==> config.mk <==
export PLATFORM = sky130hd
export DESIGN_NAME = morse_key_decoder
export DESIGN_NICKNAME = d
export VERILOG_FILES = /design/src/rtl/morse_key_decoder.sv
export SDC_FILE = /design/constraint.sdc
export NUM_CORES = 1
export LEC_CHECK = 0
export CAP_MARGIN = 5
export CORE_MARGIN = 3
export CORE_UTILIZATION = 60
export CTS_CLUSTER_DIAMETER = 120
export DETAILED_ROUTE_END_ITERATION = 7
export PLACE_DENSITY = 0.8
export SETUP_SLACK_MARGIN = 0.1
export SYNTH_ARGS = -nofsm -noshare
export SYNTH_HDL_FRONTEND = slang
export SYNTH_SLANG_ARGS = --single-unit
==> constraint.sdc <==
create_clock -name clk -period 3.1 [get_ports clk]
set_input_delay 0.31 -clock clk [delete_from_list [all_inputs] [get_ports clk]]
set_output_delay 0.31 -clock clk [all_outputs]
set_load 0.005 [all_outputs]
==> src/rtl/morse_key_decoder.sv <==
// Morse key decoder: times marks/spaces on a debounced key and emits ASCII characters and word gaps.
// Optional build macro MORSE_LED_EN adds led_dot/led_dash element indicators.
module morse_key_decoder #(
  parameter int TICKS_PER_UNIT = 8
) (
  input  logic       clk,
  input  logic       rst,
  input  logic       key_in,
  input  logic       char_ready,
  output logic       char_valid,
  output logic [7:0] char_code,
  output logic       sym_err,
  output logic       overflow
`ifdef MORSE_LED_EN
  ,
  output logic       led_dot,
  output logic       led_dash
`endif
);

  localparam logic [15:0] DASH_MIN = 16'(2 * TICKS_PER_UNIT);
  localparam logic [15:0] CHAR_GAP = 16'(3 * TICKS_PER_UNIT);
  localparam logic [15:0] WORD_GAP = 16'(7 * TICKS_PER_UNIT);

  typedef enum logic [1:0] {IDLE, MARK, SPACE} state_t;

  state_t      state, state_nx;
  logic [15:0] cnt;
  logic [4:0]  pat;
  logic [2:0]  len;
  logic        overlong;
  logic        pending;
  logic        elem_end, char_end, word_end, complete;
  logic [7:0]  decoded, new_code;
  logic        new_err;

  // Index is {length, pattern}; the first element sits in the highest used bit.
  function automatic logic [7:0] decode(input logic [2:0] n, input logic [4:0] p);
    case ({n, p})
      8'b010_00001: decode = 8'h41; // A .-
      8'b100_01000: decode = 8'h42; // B
      8'b100_01010: decode = 8'h43; // C
      8'b011_00100: decode = 8'h44; // D
      8'b001_00000: decode = 8'h45; // E
      8'b100_00010: decode = 8'h46; // F
      8'b011_00110: decode = 8'h47; // G
      8'b100_00000: decode = 8'h48; // H
      8'b010_00000: decode = 8'h49; // I
      8'b100_00111: decode = 8'h4A; // J
      8'b011_00101: decode = 8'h4B; // K
      8'b100_00100: decode = 8'h4C; // L
      8'b010_00011: decode = 8'h4D; // M
      8'b010_00010: decode = 8'h4E; // N
      8'b011_00111: decode = 8'h4F; // O
      8'b100_00110: decode = 8'h50; // P
      8'b100_01101: decode = 8'h51; // Q
      8'b011_00010: decode = 8'h52; // R
      8'b011_00000: decode = 8'h53; // S
      8'b001_00001: decode = 8'h54; // T
      8'b011_00001: decode = 8'h55; // U
      8'b100_00001: decode = 8'h56; // V
      8'b011_00011: decode = 8'h57; // W
      8'b100_01001: decode = 8'h58; // X
      8'b100_01011: decode = 8'h59; // Y
      8'b100_01100: decode = 8'h5A; // Z
      8'b101_11111: decode = 8'h30;
      8'b101_01111: decode = 8'h31;
      8'b101_00111: decode = 8'h32;
      8'b101_00011: decode = 8'h33;
      8'b101_00001: decode = 8'h34;
      8'b101_00000: decode = 8'h35;
      8'b101_10000: decode = 8'h36;
      8'b101_11000: decode = 8'h37;
      8'b101_11100: decode = 8'h38;
      8'b101_11110: decode = 8'h39;
      default:      decode = 8'h3F;
    endcase
  endfunction

  always_ff @(posedge clk or posedge rst) begin
    if (rst) state <= IDLE;
    else     state <= state_nx;
  end

  always_comb begin
    state_nx = state;
    case (state)
      IDLE:    if (key_in) state_nx = MARK;
      MARK:    if (!key_in) state_nx = SPACE;
      SPACE: begin
        if (key_in)               state_nx = MARK;
        else if (cnt == WORD_GAP) state_nx = IDLE;
      end
      default: state_nx = IDLE;
    endcase
  end

  always_comb begin
    elem_end = 1'b0;
    char_end = 1'b0;
    word_end = 1'b0;
    case (state)
      MARK:  elem_end = !key_in;
      SPACE: begin
        char_end = (cnt == CHAR_GAP) && (len != 3'd0);
        word_end = (cnt == WORD_GAP) && pending;
      end
      default: ;
    endcase
    complete = char_end || word_end;
    decoded  = decode(len, pat);
    if (word_end) begin
      new_code = 8'h20;
      new_err  = 1'b0;
    end else if (overlong) begin
      new_code = 8'h3F;
      new_err  = 1'b1;
    end else begin
      new_code = decoded;
      new_err  = (decoded == 8'h3F);
    end
  end

  // Element timing and character assembly
  always_ff @(posedge clk or posedge rst) begin
    if (rst) begin
      cnt      <= 16'd0;
      pat      <= 5'd0;
      len      <= 3'd0;
      overlong <= 1'b0;
      pending  <= 1'b0;
    end else begin
      if (state_nx != state)  cnt <= 16'd1;
      else if (cnt != 16'hFFFF) cnt <= cnt + 16'd1;

      if (char_end) begin
        pat      <= 5'd0;
        len      <= 3'd0;
        overlong <= 1'b0;
      end else if (elem_end) begin
        if (len == 3'd5) begin
          overlong <= 1'b1;
        end else begin
          pat <= {pat[3:0], (cnt >= DASH_MIN)};
          len <= len + 3'd1;
        end
      end

      if (char_end)      pending <= 1'b1;
      else if (word_end) pending <= 1'b0;
    end
  end

  // Output holding register with single-entry handshake
  always_ff @(posedge clk or posedge rst) begin
    if (rst) begin
      char_valid <= 1'b0;
      char_code  <= 8'h00;
      sym_err    <= 1'b0;
      overflow   <= 1'b0;
    end else if (complete) begin
      if (!char_valid || char_ready) begin
        char_valid <= 1'b1;
        char_code  <= new_code;
        sym_err    <= new_err;
      end else begin
        overflow <= 1'b1;
      end
    end else if (char_valid && char_ready) begin
      char_valid <= 1'b0;
    end
  end

`ifdef MORSE_LED_EN
  always_ff @(posedge clk or posedge rst) begin
    if (rst) begin
      led_dot  <= 1'b0;
      led_dash <= 1'b0;
    end else if (elem_end) begin
      led_dot  <= (cnt < DASH_MIN);
      led_dash <= (cnt >= DASH_MIN);
    end else if (complete || (state_nx == MARK && state != MARK)) begin
      led_dot  <= 1'b0;
      led_dash <= 1'b0;
    end
  end
`endif

endmodule

Word level (Yosys, flattened, before mapping). Cells that the tools add are included.

Bits in registers: 39. Bits in latches: 0. Memory bits (writable): 0. Bits in read-only memories: 0. Input bits: 4. Output and inout bits: 11. Word-level logic and storage cells: 108. Memories kept: 0.

Add/subtract/negate cells: 2. $mul: 0. Div/mod/pow operators: 0. Magnitude comparators: 1. Eq/ne operators: 46. Shift operators: 0. Muxes and demuxes: 29. Bitwise logic cells: 1. Reduce and logical (&&, ||, !) cells: 19.

Operator list (count): 7-bit one-hot mux with 36 select lines (1); 8-bit equality test (second input constant) (22); 8-bit by 7-bit equality test with 1-bit output (second input constant) (12); 16-bit 2-to-1 mux (2); 8-bit by 6-bit equality test with 1-bit output (second input constant) (3); 16-bit by 1-bit adder with 16-bit output (second input constant) (1); 16-bit by 5-bit equality test with 1-bit output (second input constant) (1); 16-bit by 6-bit equality test with 1-bit output (second input constant) (1); 16-bit by 5-bit greater-or-equal comparator with 1-bit output (second input constant) (1); 8-bit 2-to-1 mux (2); 16-bit inequality test (second input constant) (1); 5-bit 2-to-1 mux (3); 1-bit 2-to-1 mux (13); 2-bit AND reduction (5); 2-bit nonzero test (5); 3-bit 2-to-1 mux (3); 2-bit 2-to-1 mux (4); 2-bit one-hot mux with 3 select lines (1); 3-bit by 1-bit adder with 3-bit output (second input constant) (1); 3-bit equality test (second input constant) (1); 1-bit logical AND (3); 3-bit nonzero test (1); 2-bit by 1-bit equality test with 1-bit output (second input constant) (1); 2-bit equality test (second input constant) (1); other kinds (7) (9).

Longest topological paths before layout. Gate-level depths: netlist of the first run.

Depth in word-level cells: 6. Gate-level depth with buffers: 11.

Worst setup path before layout of the first run. Ideal clock, no wire load.

Path type: reg-to-reg. From: register cnt[0]. To: register char_code[2]. Setup time: 0.133 ns. Data arrival time: 2.036 ns. Slack: 0.931 ns. Cell stages (with the launch flop): 10. Period minus slack after synthesis: 2.169 ns. Path through: dfrtp_1 > inv_1 > ha_1 > nand3b_1 > or4b_4 > or3_1 > buf_6 > nand2_2 > and4bb_1 > a32oi_1.

Longest elaborated chain between the ends: 5. Elaborated cells between the ends (all ways): 9. Classes of those cells: eq/ne: 2; mux: 3; reduce/logical: 4.

RTL lines: start, declared (RTL line 28) `logic [15:0] cnt;`; start signal, assigned (RTL line 134) `else if (cnt != 16'hFFFF) cnt <= cnt + 16'd1;`; 16-bit by 5-bit equality test with 1-bit output or 16-bit by 6-bit equality test with 1-bit output (tied branches) (RTL line 105, 106); 1-bit logical AND, on equally long branches (RTL line 105, 106); 1-bit 2-to-1 mux (RTL line 102) `case (state)`; 1-bit logical OR (RTL line 110) `complete = char_end || word_end;`; 2-bit AND reduction (no source line); end signal, assigned (RTL line 164) `char_code <= new_code;`; end, declared (RTL line 11) `output logic [7:0] char_code,`.

Several ways; a longest one is shown, not always the timed one. A chain may end at the register's enable or synchronous reset.

Worst setup path in the final report of the first run.
From: register len[0]. To: register char_code[0].

Longest elaborated chain between the ends: 5. Elaborated cells between the ends (all ways): 44. Classes of those cells: eq/ne: 36; mux: 4; reduce/logical: 4.

RTL lines: start, declared (RTL line 30) `logic [2:0] len;`; start signal, assigned (RTL line 145) `len <= len + 3'd1;`; parallel branches: the longest is 5 deep, another holds 7-bit one-hot mux with 36 select lines.

Several ways; the timed one is not identified.

==> impl_metrics.sql, run 1 <==
INSERT INTO impl_metrics (metric_group, metric, value, unit) VALUES
('global_route', 'grt_antenna_before_repair', '0', ''),
('place', 'dp_slack', '711', 'ps'),
('yosys', 'netlist_instances', '303', ''),
('route', 'drt_drc_violations_left', '0', ''),
('yosys', 'synth_top_cells_by_count', '38 x sky130_fd_sc_hd__dfrtp_1, 30 x sky130_fd_sc_hd__nor2_1, 26 x sky130_fd_sc_hd__nand2_1', ''),
('power_and_ir_drop', 'comb_power_share', '0.372', ''),
('clocking', 'clock_tree.htree_level_count', '2', ''),
('sta', 'timing.slew.headroom', '0.522', ''),
('floorplan', 'num_rows', '23', ''),
('power_and_ir_drop', 'net-switching-power', '749', 'uW'),
('global_route', 'grt_usage', '0.247', ''),
('route', 'wl_per_cell', '16.5', 'um'),
('min_path', 'min_path_type', 'in2async', ''),
('floorplan', 'die_x_extent', '72.6', 'um'),
('floorplan', 'starting_density', '0.641', ''),
('global_route', 'grt_max_degree', '39', ''),
('clocking', 'clk_transition_reported_paths', '80', 'ps'),
('place', 'placed_area', '2770', 'um2'),
('global_route', 'grt.overflow.total', '0', ''),
('yosys', 'post_synth_edffs', '0', ''),
('yosys', 'synth_nets', '312', ''),
('clocking', 'clock_path_buffers', '2', ''),
('yosys', 'ys_warn_count', '0', ''),
('clocking', 'post_cts_hold_buffer_count', '0', ''),
('yosys', 'synth_sequential_area_ratio', '0.358', ''),
('yosys', 'cell_area_after_technology_mapping', '2660', 'um2'),
('power_and_ir_drop', 'power.density', '662', 'nW/um2'),
('sta', 'finalClockSkew', '7.81', 'ps'),
('critical_path', 'critPathLaunchType', 'flop', ''),
('critical_path', 'timing.setup.critical_path_class', 'reg2reg', ''),
('power_and_ir_drop', 'p_sw_frac', '0.389', ''),
('route', 'drt_iter0_drc', '270', ''),
('place', 'numPlacedInstances', '351', ''),
('route', 'antenna_violating_nets_left', '0', ''),
('final_layout', 'seqCellArea', '951', 'um2'),
('yosys', 'synth.ff_latch_count', '38', ''),
('sta', 'timing_max_transition_violations_final', '0', ''),
('yosys', 'synth.most_common_cell', 'sky130_fd_sc_hd__dfrtp_1', ''),
('sta', 'finalSetupTns', '0', 'ps'),
('sta', 'layout_worst_path_cycle_share', '0.786', ''),
('floorplan', 'design.die.area', '5260', 'um2'),
('floorplan', 'boundaryPins', '15', ''),
('sta', 'worst-slew-pin-transition', '712', 'ps'),
('sta', 'maxClockFrequency', '410', 'MHz'),
('power_and_ir_drop', 'internal_power', '1180', 'uW'),
('power_and_ir_drop', 'portion_of_total_power_attributed_to_sequential_cells', '0.364', ''),
('final_layout', 'syn_to_final_growth', '9.32', '%'),
('place', 'portBuffers', '13', ''),
('yosys', 'synth_cell_type_count', '69', ''),
('global_route', 'grt_pass1_wl', '10200', 'um'),
('route', 'detail_route.vias_per_cell', '6.51', ''),
('power_and_ir_drop', 'ir_drop', '0.458', 'mV'),
('route', 'drt-pass1-iter-count', '4', ''),
('yosys', 'synthesis.area_per_instance', '8.77', 'um2'),
('yosys', 'yosys_top_cell_area_share', '0.358', ''),
('sta', 'rsz0062_at_grt', 'false', ''),
('final_layout', 'fillers', '347', ''),
('status', 'status', 'complete, no violations', ''),
('yosys', 'synth_largest_area_cell', 'sky130_fd_sc_hd__dfrtp_1', ''),
('sta', 'final-setup-viol-count', '0', ''),
('sta', 'timing_hold_violations_final', '0', ''),
('final_layout', 'antenna_cells', '0', ''),
('final_layout', 'nNetsFinal', '317', ''),
('place', 'dp.final_hpwl', '4190', 'um'),
('route', 'wirelength', '5910', 'um'),
('sta', 'final_period_minus_worst_setup_slack', '2440', 'ps'),
('floorplan', 'die_h', '72.6', 'um'),
('critical_path', 'worst-path-max-fanout', '16', ''),
('route', 'via_count', '2337', ''),
('clocking', 'postCtsResizedCells', '0', ''),
('global_route', 'first_global_vias', '2128', '');
==> cell type report <==
cell class,count,share of cell area
Clock buffer,5,0.0237
Tap cell,50,0.0215
Clock inverter,3,0.0237
Inverter,11,0.0142
Timing Repair Buffer,18,0.0577
Sequential cell,38,0.327
Multi-Input combinational cell,234,0.532
==> state kept, by name, summed over array words and instances, names as in the netlist, 2 cells and up <==
name and cells:
cnt 16, char_code 7, pat 5, len 3
state 2
==> worst paths after layout <==
| kind | to | cells after the start | startpoint | slack [ps] |
|---|---|---|---|---|
| min reg2reg | char_code[4]$_DFFE_PP0P_ | 2 | char_code[4]$_DFFE_PP0P_ | 480 |
| max reg2reg | char_code[0]$_DFFE_PP0P_ | 8 | len[0]$_DFFE_PP0P_ | 660 |
| max in group asynchronous | pat[0]$_DFFE_PP0P_ | 3 | rst | 2340 |
| min in group clk | char_code[4]$_DFFE_PP0P_ | 2 | char_code[4]$_DFFE_PP0P_ | 480 |
| min | char_valid$_DFFE_PP0P_ | 3 | rst | 420 |
| max | char_code[0]$_DFFE_PP0P_ | 8 | len[0]$_DFFE_PP0P_ | 660 |
==> through the flow <==
step / total power (uW) / hold WS, ps
floorplan: 1260 / 373
global placement: 1390 / 469
detailed placement: 1410 / 470
CTS: 1920 / 442
global route: 2050 / 456
finish: 1920 / 419
==> routing by layer <==
metal	global-route usage	routed length, um
met3	0.0540	388
met5	0	0
met1	0.356	2740
met2	0.362	2660
met4	0.0963	121
==> power groups by stage <==
stage | Clock, uW | Sequential (uW) | Combinational (uW)
finish | 507 | 701 | 717
CTS | 516 | 691 | 711
detailed placement | 0 | 702 | 704
floorplan | 0 | 593 | 672
global route | 540 | 715 | 793
global placement | 0 | 699 | 687
==> logic make-up (layout without fill, tap and decap cells) <==
kind of cell	Yosys count	in the layout	synth area share
buf+inv	31	37	0.0607
mux	4	4	0.0155
compound gates	64	64	0.170
other cells	1	1	0.00141
xor+xnor	15	15	0.0494
simple gates	145	145	0.321
fa+ha+maj	5	5	0.0235
flops	38	38	0.358
==> critical path: stages (launching register included) <==
cell and delay, ps:
sky130_fd_sc_hd__dfrtp_1 570, sky130_fd_sc_hd__inv_2 250, sky130_fd_sc_hd__ha_1 190, sky130_fd_sc_hd__or2b_2 310, sky130_fd_sc_hd__mux2i_1 200, sky130_fd_sc_hd__or3_1 370, sky130_fd_sc_hd__nand2_2 100, sky130_fd_sc_hd__and4_1 200
sky130_fd_sc_hd__a32oi_1 180
==> placed cells by master, fill, tap and decap left out, types with 3 or more instances in the layout <==
cell type / synthesis / layout
sky130_fd_sc_hd__nand2_2: 3 / 3
sky130_fd_sc_hd__ha_1: 5 / 5
sky130_fd_sc_hd__o21ai_0: 5 / 5
sky130_fd_sc_hd__nor3_1: 12 / 12
sky130_fd_sc_hd__nand2_1: 26 / 26
sky130_fd_sc_hd__o211ai_1: 3 / 3
sky130_fd_sc_hd__o22ai_1: 4 / 4
sky130_fd_sc_hd__nand3_1: 19 / 19
sky130_fd_sc_hd__inv_1: 9 / 9
sky130_fd_sc_hd__mux2i_1: 3 / 3
sky130_fd_sc_hd__clkdlybuf4s50_1: 0 / 13
sky130_fd_sc_hd__nor2_1: 30 / 30
sky130_fd_sc_hd__buf_4: 3 / 5
sky130_fd_sc_hd__xor2_1: 4 / 4
sky130_fd_sc_hd__nor3b_1: 3 / 3
sky130_fd_sc_hd__dfrtp_1: 38 / 38
sky130_fd_sc_hd__nor4_2: 4 / 4
sky130_fd_sc_hd__a32oi_1: 6 / 6
sky130_fd_sc_hd__nand2b_1: 5 / 5
sky130_fd_sc_hd__a2bb2oi_1: 3 / 3
sky130_fd_sc_hd__xnor2_1: 11 / 11
sky130_fd_sc_hd__clkbuf_8: 0 / 5
sky130_fd_sc_hd__a31oi_1: 6 / 6
sky130_fd_sc_hd__or3_1: 3 / 3
sky130_fd_sc_hd__nand4_1: 10 / 10
sky130_fd_sc_hd__a21oi_1: 17 / 17
(Power assumes the default switching activity.)
==> run 2, diff against run 1 <==
clock period = 2.4 ns   (was 3.1 ns; I/O delays follow)
==> impl_metrics.sql, run 2 (synthesized netlist as in run 1, its figures left out) <==
INSERT INTO impl_metrics (metric_group, metric, value, unit) VALUES
('sta', 'maxClockFrequency', '452', 'MHz'),
('sta', 'hold_slack', '344', 'ps'),
('route', 'detail_route.vias_per_cell', '6.49', ''),
('sta', 'worst-slew-pin-transition', '512', 'ps'),
('final_layout', 'mostFrequentLayoutCells', '35 x sky130_fd_sc_hd__dfrtp_1, 30 x sky130_fd_sc_hd__nor2_1, 26 x sky130_fd_sc_hd__nand2_1', ''),
('global_route', 'grt_antenna_before_repair', '0', ''),
('route', 'antenna_violating_nets_left', '0', ''),
('clocking', 'clk_transition_reported_paths', '80', 'ps'),
('floorplan', 'die_x_extent', '72.6', 'um'),
('critical_path', 'cp_num_buf_inv', '1', ''),
('critical_path', 'cpPeakStageDelay', '510', 'ps'),
('job', 'maxCapViolCount', '0', ''),
('critical_path', 'critPathLaunchType', 'flop', ''),
('floorplan', 'boundaryPins', '15', ''),
('final_layout', 'drive_above_1_share', '0.196', ''),
('final_layout', 'max_flop_register', 'cnt', ''),
('critical_path', 'worst-path-max-fanout', '7', ''),
('status', 'status', 'complete, no violations', ''),
('final_layout', 'antenna_cells', '0', ''),
('floorplan', 'die_h', '72.6', 'um'),
('sta', 'final-setup-viol-count', '0', ''),
('critical_path', 'endpoint_kind', 'flop', ''),
('clocking', 'clock_path_buffers', '2', ''),
('critical_path', 'worst_r2r_end', 'char_code[2]$_DFFE_PP0P_', ''),
('final_layout', 'most_common_cell_after_layout_fill_and_taps_aside', 'sky130_fd_sc_hd__dfrtp_1', ''),
('global_route', 'grt_pass1_wl', '10800', 'um'),
('route', 'drt_drc_violations_left', '0', ''),
('global_route', 'grt_usage', '0.262', ''),
('final_layout', 'syn_to_final_growth', '16.0', '%'),
('sta', 'rsz0062_at_grt', 'false', ''),
('route', 'wl_per_cell', '16.9', 'um'),
('sta', 'finalSetupTns', '0', 'ps'),
('clocking', 'numCtsBuffers', '5', ''),
('critical_path', 'timing.setup.critical_path_class', 'reg2reg', ''),
('power_and_ir_drop', 'ir_drop', '0.694', 'mV'),
('sta', 'timing.slew.headroom', '0.656', ''),
('sta', 'timing_max_transition_violations_final', '0', ''),
('route', 'via_count', '2445', ''),
('place', 'routability_congestion', '0.963', ''),
('min_path', 'min_path_type', 'in2async', ''),
('clocking', 'clock_tree_from_tritoncts', 'built', ''),
('route', 'wirelength', '6360', 'um'),
('sta', 'finalClockSkew', '8.19', 'ps'),
('route', 'drt-pass1-iter-count', '5', ''),
('power_and_ir_drop', 'power.density', '858', 'nW/um2'),
('power_and_ir_drop', 'p_leak', '0.00123', 'uW'),
('critical_path', 'critical_path_required', '2570', 'ps'),
('clocking', 'insertion_delay', '300', 'ps'),
('critical_path', 'crit-reg2reg-launch', 'cnt[0]$_DFFE_PP0P_', ''),
('final_layout', 'largest_registers', 'cnt: 16 flops, char_code: 7 flops, pat: 5 flops', ''),
('sta', 'layout_worst_path_cycle_share', '0.922', ''),
('clocking', 'clock_tree.htree_level_count', '2', ''),
('sta', 'timing_hold_violations_final', '0', ''),
('floorplan', 'core_region_area', '4140', 'um2'),
('final_layout', 'nNetsFinal', '335', ''),
('place', 'dp.final_hpwl', '4390', 'um'),
('final_layout', 'max_reg_flops', '16', ''),
('sta', 'final_period_minus_worst_setup_slack', '2210', 'ps'),
('floorplan', 'num_rows', '23', ''),
('global_route', 'grt.overflow.total', '0', ''),
('floorplan', 'design.die.area', '5260', 'um2'),
('critical_path', 'worst_path_max_delay_cell', 'sky130_fd_sc_hd__or4b_4', ''),
('critical_path', 'critical_path.cell_chain', 'inv_2 -> ha_2 -> nand3b_1 -> or4b_4 -> or3_4 -> nand2_2 -> and4bb_1 -> a32oi_1', ''),
('critical_path', 'arrival', '2390', 'ps'),
('place', 'portBuffers', '13', ''),
('critical_path', 'kind_of_cell_with_the_highest_combined_delay_on_the_critical_path', 'simple AND/OR/NAND/NOR gates', ''),
('floorplan', 'starting_density', '0.641', ''),
('clocking', 'cts_sinks', '38', ''),
('global_route', 'first_global_vias', '2215', ''),
('critical_path', 'timing.reg2reg.setup_slack', '190', 'ps'),
('clocking', 'cts.root.buffer_cell', 'sky130_fd_sc_hd__clkbuf_8', ''),
('critical_path', 'reg2reg_depth', '8', ''),
('global_route', 'grt_max_degree', '39', ''),
('clocking', 'post_cts_hold_buffer_count', '0', ''),
('route', 'drt_iter0_drc', '418', '');
==> run 2: per-layer routing <==
layer	routed length [um]	up-vias	part of all wire	GRT usage
li1	-	1157	-	-
met4	86	0	0.014	0.0779
met1	2920	1174	0.46	0.389
met3	409	12	0.064	0.0457
met5	0	-	0	0
met2	2950	102	0.46	0.392
==> run 2: worst max path at each step <==
stage | from | end | slack (ps) | cells past startpoint
3_5_place_dp | cnt[0]$_DFFE_PP0P_ | char_code[2]$_DFFE_PP0P_ | 30 | 8
5_1_grt | cnt[0]$_DFFE_PP0P_ | char_code[1]$_DFFE_PP0P_ | 100 | 8
6_report | cnt[0]$_DFFE_PP0P_ | char_code[2]$_DFFE_PP0P_ | 190 | 8
4_1_cts | cnt[12]$_DFFE_PP0P_ | cnt[9]$_DFFE_PP0P_ | 150 | 7
3_3_place_gp | cnt[0]$_DFFE_PP0P_ | char_code[2]$_DFFE_PP0P_ | 100 | 8
2_1_floorplan | cnt[0]$_DFFE_PP0P_ | char_code[2]$_DFFE_PP0P_ | 230 | 9
==> run 2: worst min-delay path, cell delays in order <==
cell and delay (ps):
sky130_fd_sc_hd__clkdlybuf4s50_1 400, sky130_fd_sc_hd__inv_1 50, sky130_fd_sc_hd__buf_4 410
==> run 2: metrics by stage <==
| step | total power (uW) | std cells | cell area [um2] | setup slack, ps | util |
|---|---|---|---|---|---|
| 3_3_place_gp | 1920 | 366 | 2880 | 104 | 0.695 |
| 4_1_cts | 2610 | 374 | 3020 | 153 | 0.729 |
| 6_report | 2640 | 377 | 3080 | 187 | 0.744 |
| 5_1_grt | 2800 | 377 | 3080 | 99.9 | 0.744 |
| 2_1_floorplan | 1630 | 303 | 2660 | 231 | - |
| 3_5_place_dp | 1940 | 366 | 2880 | 31.0 | 0.695 |
==> run 2: report_power, final <==
part / internal (uW) / leakage [uW] / switching [uW] / total (uW)
clock network: 417 / 0.0000683 / 249 / 666
logic: 512 / 0.000661 / 604 / 1120
registers: 695 / 0.000496 / 166 / 861
total: 1620 / 0.00123 / 1020 / 2640
==> run 2: final cells by class <==
cell class | count | area [um2]
multi-input combinational | 234 | 1580
timing repair buffer | 36 | 303
inverter | 11 | 41.3
sequential | 38 | 955
clock inverter | 3 | 68.8
tap | 50 | 62.6
clock buffer | 5 | 68.8
fill | 317 | 1060
==> run 2: timing repair <==
action | in CTS | in global routing
buffers inserted | 0 | 3
pin swaps | 0 | 1
setup endpoints to repair | 4 | 23
resized for setup | 1 | 9
